**src/rtl/alarm_pkg.sv**
```systemverilog
// alarm_pkg: shared types, constants and BCD helpers for the multi-channel
// alarm unit.
//   alarm_state_t  : per-channel state (IDLE, RINGING, SNOOZED)
//   BCD_H_MAX/M_MAX: largest legal packed-BCD hour / minute
//   bcd_add_min()  : add n minutes to a BCD hour:minute, wrapping 23:59 -> 00:00
package alarm_pkg;

    typedef enum logic [1:0] {
        IDLE    = 2'd0,
        RINGING = 2'd1,
        SNOOZED = 2'd2
    } alarm_state_t;

    localparam logic [7:0] BCD_H_MAX = 8'h23;
    localparam logic [7:0] BCD_M_MAX = 8'h59;

    function automatic logic [7:0] bcd_to_bin(input logic [7:0] b);
        return 8'(b[7:4]) * 8'd10 + 8'(b[3:0]);
    endfunction

    // Only ever called with values below 100, so two digits suffice.
    function automatic logic [7:0] bin_to_bcd(input logic [7:0] v);
        logic [7:0] tens;
        tens = v / 8'd10;
        return 8'((tens << 4) | (v - tens * 8'd10));
    endfunction

    // Returns {hour, minute} in packed BCD. n is binary minutes (< 60).
    function automatic logic [15:0] bcd_add_min(input logic [7:0] h,
                                                input logic [7:0] m,
                                                input logic [7:0] n);
        logic [8:0] m_sum;
        logic [7:0] h_bin;
        m_sum = 9'(bcd_to_bin(m)) + 9'(n);
        h_bin = bcd_to_bin(h);
        if (m_sum >= 9'd60) begin
            m_sum = m_sum - 9'd60;
            h_bin = h_bin + 8'd1;
        end
        if (h_bin >= 8'd24) begin
            h_bin = h_bin - 8'd24;
        end
        return {bin_to_bcd(h_bin), bin_to_bcd(m_sum[7:0])};
    endfunction

endpackage

```
**src/rtl/alarm_channel.sv**
```systemverilog
// alarm_channel: one alarm channel -- setting registers, snooze target,
// ring/snooze counters and the IDLE/RINGING/SNOOZED state machine.
// Ports:
//   clk, rst_n            : clock, asynchronous active-low reset
//   tick                  : 1 Hz enable (one clk cycle)
//   time_h/m/s            : running time, packed BCD
//   we, d_h, d_m, d_en    : write strobe (already decoded for this channel) + data
//   stop_evt, snooze_evt  : registered button rising edges, shared by all channels
//   alm_h, alm_m, alm_en  : stored setting for readback
//   ring                  : registered "state is RINGING"
//   ring_next             : value ring takes on the next edge (feeds the top-level OR)
module alarm_channel
    import alarm_pkg::*;
#(
    parameter int RING_S     = 60,
    parameter int SNOOZE_M   = 5,
    parameter int MAX_SNOOZE = 3
) (
    input  logic       clk,
    input  logic       rst_n,
    input  logic       tick,
    input  logic [7:0] time_h,
    input  logic [7:0] time_m,
    input  logic [7:0] time_s,
    input  logic       we,
    input  logic [7:0] d_h,
    input  logic [7:0] d_m,
    input  logic       d_en,
    input  logic       stop_evt,
    input  logic       snooze_evt,
    output logic [7:0] alm_h,
    output logic [7:0] alm_m,
    output logic       alm_en,
    output logic       ring,
    output logic       ring_next
);

    alarm_state_t state_reg, state_next;
    logic [7:0]   alm_h_reg, alm_h_next;
    logic [7:0]   alm_m_reg, alm_m_next;
    logic         en_reg, en_next;
    logic [7:0]   tgt_h_reg, tgt_h_next;
    logic [7:0]   tgt_m_reg, tgt_m_next;
    logic [7:0]   ring_cnt_reg, ring_cnt_next;
    logic [7:0]   snz_cnt_reg, snz_cnt_next;
    logic         ring_reg;

    logic         sec_zero;
    logic         alarm_hit;
    logic         target_hit;
    logic         ring_done;
    logic [15:0]  snz_tgt;

    assign sec_zero = tick && (time_s == 8'h00);

    // The range guard keeps a stored out-of-range setting inert even if the
    // time source were ever to present an illegal value.
    assign alarm_hit = sec_zero && en_reg
                       && (alm_h_reg == time_h) && (alm_m_reg == time_m)
                       && (alm_h_reg <= BCD_H_MAX) && (alm_m_reg <= BCD_M_MAX);

    assign target_hit = sec_zero && (tgt_h_reg == time_h) && (tgt_m_reg == time_m);

    // Counter was cleared on the trigger tick, so the RING_S-th tick after it
    // is the one that sees ring_cnt == RING_S-1.
    assign ring_done = ({1'b0, ring_cnt_reg} + 9'd1) == 9'(RING_S);

    assign snz_tgt = bcd_add_min(time_h, time_m, 8'(SNOOZE_M));

    always_comb begin
        state_next    = state_reg;
        alm_h_next    = alm_h_reg;
        alm_m_next    = alm_m_reg;
        en_next       = en_reg;
        tgt_h_next    = tgt_h_reg;
        tgt_m_next    = tgt_m_reg;
        ring_cnt_next = ring_cnt_reg;
        snz_cnt_next  = snz_cnt_reg;

        // The setting itself is always taken on a write; only the state
        // change it implies is subject to STOP/SNOOZE taking precedence.
        if (we) begin
            alm_h_next = d_h;
            alm_m_next = d_m;
            en_next    = d_en;
        end

        if (stop_evt) begin
            state_next = IDLE;
        end else if (snooze_evt && (state_reg == RINGING)) begin
            if (snz_cnt_reg < 8'(MAX_SNOOZE)) begin
                state_next   = SNOOZED;
                tgt_h_next   = snz_tgt[15:8];
                tgt_m_next   = snz_tgt[7:0];
                snz_cnt_next = snz_cnt_reg + 8'd1;
            end else begin
                state_next = IDLE;
            end
        end else if (we) begin
            state_next = IDLE;
        end else begin
            case (state_reg)
                IDLE: begin
                    if (alarm_hit) begin
                        state_next    = RINGING;
                        ring_cnt_next = 8'd0;
                        snz_cnt_next  = 8'd0;
                    end
                end
                RINGING: begin
                    if (tick) begin
                        if (ring_done) begin
                            state_next = IDLE;
                        end else begin
                            ring_cnt_next = ring_cnt_reg + 8'd1;
                        end
                    end
                end
                SNOOZED: begin
                    if (target_hit) begin
                        state_next    = RINGING;
                        ring_cnt_next = 8'd0;
                    end
                end
                default: begin
                    state_next = IDLE;
                end
            endcase
        end
    end

    assign ring_next = (state_next == RINGING);

    always_ff @(posedge clk or negedge rst_n) begin
        if (!rst_n) begin
            state_reg    <= IDLE;
            alm_h_reg    <= 8'h00;
            alm_m_reg    <= 8'h00;
            en_reg       <= 1'b0;
            tgt_h_reg    <= 8'h00;
            tgt_m_reg    <= 8'h00;
            ring_cnt_reg <= 8'd0;
            snz_cnt_reg  <= 8'd0;
            ring_reg     <= 1'b0;
        end else begin
            state_reg    <= state_next;
            alm_h_reg    <= alm_h_next;
            alm_m_reg    <= alm_m_next;
            en_reg       <= en_next;
            tgt_h_reg    <= tgt_h_next;
            tgt_m_reg    <= tgt_m_next;
            ring_cnt_reg <= ring_cnt_next;
            snz_cnt_reg  <= snz_cnt_next;
            ring_reg     <= ring_next;
        end
    end

    assign alm_h  = alm_h_reg;
    assign alm_m  = alm_m_reg;
    assign alm_en = en_reg;
    assign ring   = ring_reg;

endmodule

```
**src/rtl/alarm_multi.sv**
```systemverilog
// alarm_multi: N_CH-channel alarm unit beside the time-keeping counters.
// Ports:
//   CP, CR                 : clock (rising edge), asynchronous active-low reset
//   TICK                   : 1 Hz enable, one CP cycle
//   TIME_H/M/S             : running time, packed BCD
//   WE, WADDR, D_H/D_M/D_EN: channel setting write
//   RADDR, Q_H/Q_M/Q_EN    : combinational readback of one channel's setting
//   STOP, SNOOZE           : debounced button levels
//   RING                   : buzzer enable (registered OR of all channels)
//   RING_CH                : per-channel ringing flags (registered)
// Holds the button edge detectors, write decode, readback mux and RING OR;
// the per-channel behaviour lives in alarm_channel.
module alarm_multi
    import alarm_pkg::*;
#(
    parameter int N_CH       = 4,
    parameter int RING_S     = 60,
    parameter int SNOOZE_M   = 5,
    parameter int MAX_SNOOZE = 3,
    localparam int AW        = (N_CH > 1) ? $clog2(N_CH) : 1
) (
    input  logic            CP,
    input  logic            CR,
    input  logic            TICK,
    input  logic [7:0]      TIME_H,
    input  logic [7:0]      TIME_M,
    input  logic [7:0]      TIME_S,
    input  logic            WE,
    input  logic [AW-1:0]   WADDR,
    input  logic [7:0]      D_H,
    input  logic [7:0]      D_M,
    input  logic            D_EN,
    input  logic [AW-1:0]   RADDR,
    output logic [7:0]      Q_H,
    output logic [7:0]      Q_M,
    output logic            Q_EN,
    input  logic            STOP,
    input  logic            SNOOZE,
    output logic            RING,
    output logic [N_CH-1:0] RING_CH
);

    logic stop_d_reg, snooze_d_reg;
    logic stop_evt_reg, snooze_evt_reg;
    logic ring_reg;

    logic [N_CH-1:0] we_sel;
    logic [N_CH-1:0] ring_next_vec;
    logic [7:0]      alm_h_arr [N_CH];
    logic [7:0]      alm_m_arr [N_CH];
    logic [N_CH-1:0] alm_en_vec;

    // Rising edges are captured into a register and acted on one cycle
    // later, giving a fixed two-edge button-to-RING latency. A held button
    // produces a single event because the delayed copy stays high.
    always_ff @(posedge CP or negedge CR) begin
        if (!CR) begin
            stop_d_reg     <= 1'b0;
            snooze_d_reg   <= 1'b0;
            stop_evt_reg   <= 1'b0;
            snooze_evt_reg <= 1'b0;
            ring_reg       <= 1'b0;
        end else begin
            stop_d_reg     <= STOP;
            snooze_d_reg   <= SNOOZE;
            stop_evt_reg   <= STOP & ~stop_d_reg;
            snooze_evt_reg <= SNOOZE & ~snooze_d_reg;
            ring_reg       <= |ring_next_vec;
        end
    end

    for (genvar gi = 0; gi < N_CH; gi++) begin : g_ch
        assign we_sel[gi] = WE && (WADDR == AW'(gi));

        alarm_channel #(
            .RING_S     (RING_S),
            .SNOOZE_M   (SNOOZE_M),
            .MAX_SNOOZE (MAX_SNOOZE)
        ) u_ch (
            .clk        (CP),
            .rst_n      (CR),
            .tick       (TICK),
            .time_h     (TIME_H),
            .time_m     (TIME_M),
            .time_s     (TIME_S),
            .we         (we_sel[gi]),
            .d_h        (D_H),
            .d_m        (D_M),
            .d_en       (D_EN),
            .stop_evt   (stop_evt_reg),
            .snooze_evt (snooze_evt_reg),
            .alm_h      (alm_h_arr[gi]),
            .alm_m      (alm_m_arr[gi]),
            .alm_en     (alm_en_vec[gi]),
            .ring       (RING_CH[gi]),
            .ring_next  (ring_next_vec[gi])
        );
    end

    // Unused RADDR codes (N_CH not a power of two) read back as zero.
    always_comb begin
        Q_H  = 8'h00;
        Q_M  = 8'h00;
        Q_EN = 1'b0;
        for (int i = 0; i < N_CH; i++) begin
            if (RADDR == AW'(i)) begin
                Q_H  = alm_h_arr[i];
                Q_M  = alm_m_arr[i];
                Q_EN = alm_en_vec[i];
            end
        end
    end

    assign RING = ring_reg;

endmodule

```
**config.mk**
```make
export PLATFORM = sky130hd
export DESIGN_NAME = alarm_multi
export DESIGN_NICKNAME = d
export VERILOG_FILES = /design/src/rtl/alarm_pkg.sv /design/src/rtl/alarm_channel.sv /design/src/rtl/alarm_multi.sv
export SDC_FILE = /design/constraint.sdc
export NUM_CORES = 1
export LEC_CHECK = 0
export CORE_ASPECT_RATIO = 0.75
export CORE_MARGIN = 2
export CORE_UTILIZATION = 46
export DETAILED_ROUTE_END_ITERATION = 6
export GPL_TIMING_DRIVEN = 0
export HOLD_SLACK_MARGIN = 0.15
export PLACE_DENSITY = 0.65
export SYNTH_ARGS = -nofsm -noshare
export SYNTH_HDL_FRONTEND = slang
export SYNTH_HIERARCHICAL = 1
export SYNTH_SLANG_ARGS = --single-unit
export TNS_END_PERCENT = 1
```
**constraint.sdc**
```tcl
create_clock -name CP -period 8 [get_ports CP]
set_input_delay 1.6 -clock CP [delete_from_list [all_inputs] [get_ports CP]]
set_output_delay 1.6 -clock CP [all_outputs]
set_load 0.005 [all_outputs]
```
Word-level counts from Yosys, hierarchy flattened
Index checks and enable logic that the tools add are counted.
W data, S select, Z words.
Word-level totals
  logic and storage cells: 314
  bits of input ports: 51
  output and inout port bits: 22
  register bits: 213
Operators by class
  add/sub/neg operators: 20
  equal/unequal tests: 62
  bitwise operators: 15
  order comparisons: 14
  mux-type cells: 87
  reduce and logical (&&, ||, !) cells: 69
  divide/modulo/power cells: 2
  multiply operators: 4
Operator list (count)
  $mux W8: 43
  $eq A8 B8 Y1: 16
  $pmux W8 S3: 4
  $add A8 B1 Y8 const B: 9
  $mux W2: 32
  $logic_and A1 B1 Y1: 37
  $add A8 B1 Y9 const B: 4
  $eq A9 B6 Y1 const B: 4
  $le A8 B6 Y1 const B: 4
  $le A8 B7 Y1 const B: 4
  $lt A8 B2 Y1 const B: 4
  $ne A2 B2 Y1 const B: 16
  $reduce_and A8 Y1: 4
  $pmux W2 S3: 4
  $eq A2 B1 Y1 const B: 10
  $reduce_and A5 Y1: 4
  $add A8 B4 Y8: 2
  $div A8 B4 Y8 const B: 2
  $eq A2 B2 Y1 const B: 8
  $mul A8 B3 Y7 const B: 2
  $ne A2 B1 Y1 const B: 8
  $or A8 B8 Y8: 2
  $reduce_bool A2 Y1: 8
  $sub A8 B8 Y8: 2
  14 further kinds: 40

Logic depth before layout (Yosys ltp)
  word-level depth: 14
  depth in mapped cells: 38
  mapped depth without buffers: 37

By module
Netlist, hierarchy kept.
Modules (own cells, without submodules)
  alarm_channel at g_ch[0].u_ch ...: cells an instance 636, seq. area each 1301.2 um^2, instances 3, area each 5519.0 um^2
  alarm_channel at g_ch[3].u_ch: cells an instance 642, seq. area each 1301.2 um^2, instances 1, area each 5439.0 um^2
  alarm_multi: cells an instance 33, seq. area each 125.1 um^2, instances 1, area each 626.9 um^2

Least setup slack after synthesis
Ideal clock, no wire load.
  path type: input-to-reg
  from: in TIME_M[5]
  to: reg g_ch[3].u_ch.tgt_h_reg[7]
  path slack: -1071 ps
  required time: 7876 ps
  buffers on the path: 0
  data arrival time: 8947 ps
  cell stages on the path: 34
  setup time: 124 ps
  path through: ha_1 -> and2_1 -> fa_1 -> or3_4 -> a2111oi_4 -> o2111ai_2 -> a211o_1 -> and3_1 -> xnor2_2 -> inv_2 -> ha_1 -> xnor2_1 -> nand4_1 -> and3_1 -> o31ai_1 -> nand4_1 -> o31ai_1 -> nor3_1 -> o21bai_1 -> and2_1 -> ha_1 -> nand2_1 -> o21ai_0 -> a211o_1 -> o211ai_1 -> ha_1 -> ha_1 -> inv_1 -> fa_1 -> nand2_1 -> maj3_1 -> nand2_1 -> xnor2_1 -> o31a_1
On the way
  cells in the longest elaborated chain, start to end: 11
  elaborated cells on any way between the ends: 12
  those cells by class: 4 x add/sub; 2 x mul; 1 x div; 2 x order compare; 2 x mux; 1 x bitwise
RTL lines
  from (decl): RTL line alarm_multi.sv:26  | input logic [7:0] TIME_M,
  $mul A4 B3 Y7 (*): RTL line alarm_pkg.sv:18  | return 8'(b[7:4]) * 8'd10 + 8'(b[3:0]);
  $add A8 B4 Y8 (*): RTL line alarm_pkg.sv:18
  $add A8 B3 Y9 (*): RTL line alarm_pkg.sv:34  | m_sum = 9'(bcd_to_bin(m)) + 9'(n);
  $ge A9 B6 Y1 (*): RTL line alarm_pkg.sv:36  | if (m_sum >= 9'd60) begin
  $mux W8 (*): RTL line alarm_pkg.sv:36
  $sub A8 B5 Y8 or $ge A8 B5 Y1 (tied branches): RTL line alarm_pkg.sv:41, alarm_pkg.sv:40
  $mux W8 (*): RTL line alarm_pkg.sv:40  | if (h_bin >= 8'd24) begin
  $div A8 B4 Y8: RTL line alarm_pkg.sv:24  | tens = v / 8'd10;
  $mul A8 B3 Y7: RTL line alarm_pkg.sv:25  | return 8'((tens << 4) | (v - tens * 8'd10));
  $sub A8 B8 Y8: RTL line alarm_pkg.sv:25
  $or A8 B8 Y8 (*): RTL line alarm_pkg.sv:25
  to (signal assigned): RTL line alarm_channel.sv:150  | tgt_h_reg <= tgt_h_next;
  to (decl): RTL line alarm_channel.sv:42  | logic [7:0] tgt_h_reg, tgt_h_next;
Every way passes the cells marked *; elsewhere a longest branch is shown, timed or not.
A chain may end at the register's enable or synchronous reset.

Worst setup path after layout
  from: in TIME_M[4]
  to: reg g_ch[2].u_ch.tgt_h_reg[7]
On the way
  cells in the longest elaborated chain, start to end: 11
  elaborated cells on any way between the ends: 12
  those cells by class: 4 x add/sub; 2 x mul; 1 x div; 2 x order compare; 2 x mux; 1 x bitwise
RTL lines (RTL line)
  $mul A4 B3 Y7 (*): alarm_pkg.sv:18
  $add A8 B4 Y8 (*): alarm_pkg.sv:18
  $add A8 B3 Y9 (*): alarm_pkg.sv:34
  $ge A9 B6 Y1 (*): alarm_pkg.sv:36
  $mux W8 (*): alarm_pkg.sv:36
  $sub A8 B5 Y8 or $ge A8 B5 Y1 (tied branches): alarm_pkg.sv:41, alarm_pkg.sv:40
  $mux W8 (*): alarm_pkg.sv:40
  $div A8 B4 Y8: alarm_pkg.sv:24
  $mul A8 B3 Y7: alarm_pkg.sv:25
  $sub A8 B8 Y8: alarm_pkg.sv:25
  $or A8 B8 Y8 (*): alarm_pkg.sv:25
  to (signal assigned): alarm_channel.sv:150
  to (decl): alarm_channel.sv:42
Marked as above.

==> flow_summary.yaml <==
floorplanning:
  fp-row-count: 70
  fp.dieH_um: 196
  io_pins: 73
  start_util: 0.465
  die_area_um2: 51000
  die_w_um: 260
  core_um2: 48700
drt:
  drc: 0
  drtPass1Iterations: 6
  vias_per_cell: 6.08
  drtAntennaViolNets: 0
  drt-wirelength-per-cell_um: 19.8
  drtIter0Drc: 1604
  wl_mm: 69.5
  via_count: 21300
sta:
  finalHoldViolCount: 0
  fin_crit_ns: 8.64
  worst_slew_pin_slew_ns: 1.40
  period_share: 1.08
  fin_ws_ns: -0.645
  rsz0062_at_grt: "true"
  fin_tns_setup_ns: -10.64
  slew_headroom: 0.0623
  slew_viol_final: 0
  setup_viol: 29
  fmax_mhz: 116
  clock-skew-final_ns: 0.00941
synthesis:
  synth_nets: 2835
  synth_cell_types: 106
  netlist_area_um2: 22600
  yosysWarnings: 6
  synth_seq_cells: 213
  synth-edff-count: 0
  yosys_most_used_dff: "dfrtp_1"
  async_flop_share: 1.00
  synth_fa_ha_area_frac: 0.130
  synth_top_family_by_area: "compound AO/OA/AOI/OAI gates"
  yosysSeqAreaShare: 0.236
  synth-xor-area-share: 0.128
  synth_area_per_cell_um2: 8.76
  synth-simple-area-share: 0.187
  synth_compound_area_frac: 0.223
  synth_cells: 2583
  synth_mux_area_frac: 0.0612
finish:
  seq_area_um2: 5330
  layout_common_cells: "dfrtp_1 (213), nand2_1 (196), nor2_1 (172)"
  final_common_cell: "dfrtp_1"
  layout-drive-gt1-share: 0.232
  fin_cells: 3502
  postLayoutCoreUtil: 0.577
  n_fill_cell: 4201
  multi_input_area_um2: 18100
  area_growth_pct: 24.2
  fin_nets: 3086
placed_design:
  portBuffers: 70
  dpl.hpwl_mm: 47.7
  dpl.cell_count: 3303
  gp_congestion: 0.892
grt:
  grt_pass1_wl_mm: 109
  grt_remaining_overflow: 0
  grt_util_all_layers: 0.263
  grt_pass1_vias: 20400
  antenna_found_initial: 8
  grt_max_degree: 109
setup_path:
  worstReg2RegStart: "g_ch[0].u_ch/alm_h[6]"
  cp_data_arrival_time_ns: 8.99
  cp.required_ns: 8.35
  end_kind: "flop"
  critPathKind: "in2reg"
  r2r_slack_ns: 4.51
  cpMaxStageDelayCell: "fa_2"
  rr_worst_depth: 10
  slowest_delay_ns: 0.59
  crit_fanout: 10
  crit_top_cell: "ha_4"
  start_kind: "primary input"
  r2r_end: "g_ch[0].u_ch/snz_cnt_reg[6]"
clock_network:
  clock-sinks: 213
  cts_tree: "done"
  htree_levels: 1
  cts_root_buf: "clkbuf_16"
  clk-insertion-delay-late_ns: 0.53
  cts_inserted_buffers: 23
  cts.clk_slew.worst_paths_ns: 0.06
  ctsLongestPathBuffers: 3
  hold_buffers: 0
power_and_ir_drop:
  p_int_uw: 6930
  p_sw_frac: 0.474
  p_clk_frac: 0.084
  pwr-share-seq: 0.108
  ir_worst_vdd_mv: 0.436
  switching_power_uw: 6250
  power_frac_comb: 0.808
  power_uw: 13200
  p_leak_uw: 0.0116
  power_density_nw_per_um2: 469
job:
  max_cap_violations: 0
run_status:
  status: "finished, violations left"
  violations: "negative setup slack"
worst_hold_path:
  whs_path_depth: 1
  hp-start: "stop_d_reg"
  holdPathEnd: "stop_evt_reg"
  min_path_type: "reg2reg"
-- repair_timing --
item / in CTS / in global routing
pin swaps: 99 / 69
gates cloned: 4 / 0
setup buffers: 125 / 28
endpoints found under the setup margin: 56 / 43
endpoints found under the hold margin: 0 / 0
gates resized for setup: 258 / 96
-- worst max path at each step --
stage / from / end / slack, ns
final: TIME_M[4] / g_ch[2].u_ch/tgt_h_reg[7] / -0.64
after floorplan: TIME_M[1] / g_ch[0].u_ch/tgt_h_reg[7] / -0.46
after CTS: TIME_M[1] / g_ch[1].u_ch/tgt_h_reg[7] / -0.52
after detailed placement: TIME_M[4] / g_ch[2].u_ch/tgt_m_reg[7] / -3.28
after global routing: TIME_M[4] / g_ch[2].u_ch/tgt_h_reg[7] / -0.98
after global placement: CR / g_ch[2].u_ch/tgt_h_reg[6] / -3.57
-- cell usage after synthesis, types with 29 or more instances --
master,n,area (um^2)
a31oi_1,65,407
inv_1,114,428
a21oi_1,136,681
and2_1,36,225
nand2_1,202,758
fa_1,29,581
o21ai_0,162,811
nor3_1,62,310
xnor2_1,139,1220
a21o_1,42,315
mux2_2,67,754
xor2_1,157,1380
nand2b_1,33,206
clkbuf_1,39,146
o31ai_1,30,225
dfrtp_1,213,5330
nor2_1,184,691
nand3_1,57,285
and3_1,40,250
nor4_1,56,350
nor2b_1,33,206
ha_1,172,2150
-- layer usage --
layer / track usage / part of all wire / routed length (um)
met4: 0.0857 / 0.034 / 2380
met2: 0.406 / 0.44 / 30900
met1: 0.369 / 0.45 / 30900
met5: 0 / 0.00068 / 47
met3: 0.0500 / 0.075 / 5220
-- power by group through the flow --
stage / Sequential [uW] / Clock (uW) / Combinational [uW]
2_1_floorplan: 1390 / 0 / 7300
3_3_place_gp: 1430 / 0 / 8840
3_5_place_dp: 1440 / 0 / 9070
4_1_cts: 1420 / 1120 / 10100
5_1_grt: 1450 / 1170 / 11600
6_report: 1420 / 1110 / 10600
-- worst max-delay path, delay by kind of cell --
| family | cells | cell delay, ns |
|---|---|---|
| buf+inv | 5 | 0.61 |
| compound gates | 10 | 2.22 |
| xor+xnor | 1 | 0.14 |
| simple gates | 10 | 1.97 |
| fa+ha+maj | 8 | 2.43 |
-- stage by stage --
step | setup slack, ns | area (um^2) | hold slack, ns
finish | -0.645 | 28100 | 0.404
global route | -0.975 | 28100 | 0.424
CTS | -0.524 | 27300 | 0.407
detailed placement | -3.28 | 24400 | 0.393
global placement | -3.57 | 24400 | 0.386
floorplan | -0.460 | 22900 | 0.378
-- area by class of cell --
cell class,instances,area share
inverters,120,0.0163
multi-input cells,2179,0.645
well taps,648,0.0289
plain buffers,68,0.0153
diodes,4,0.000356
flip-flops and latches,213,0.190
clock buffers,30,0.0225
repair buffers,229,0.0766
clock inverters,11,0.00494
-- cells by family (layout without fill, tap and decap cells) --
| kind of cell | count (synthesis) | count (layout) |
|---|---|---|
| other cells | 0 | 4 |
| fa+ha+maj | 221 | 221 |
| simple gates | 824 | 824 |
| mux | 106 | 106 |
| buf+inv | 191 | 458 |
| xor+xnor | 313 | 313 |
| flops | 213 | 213 |
| compound gates | 715 | 715 |
Note: power is estimated with default switching activity, not from simulation.
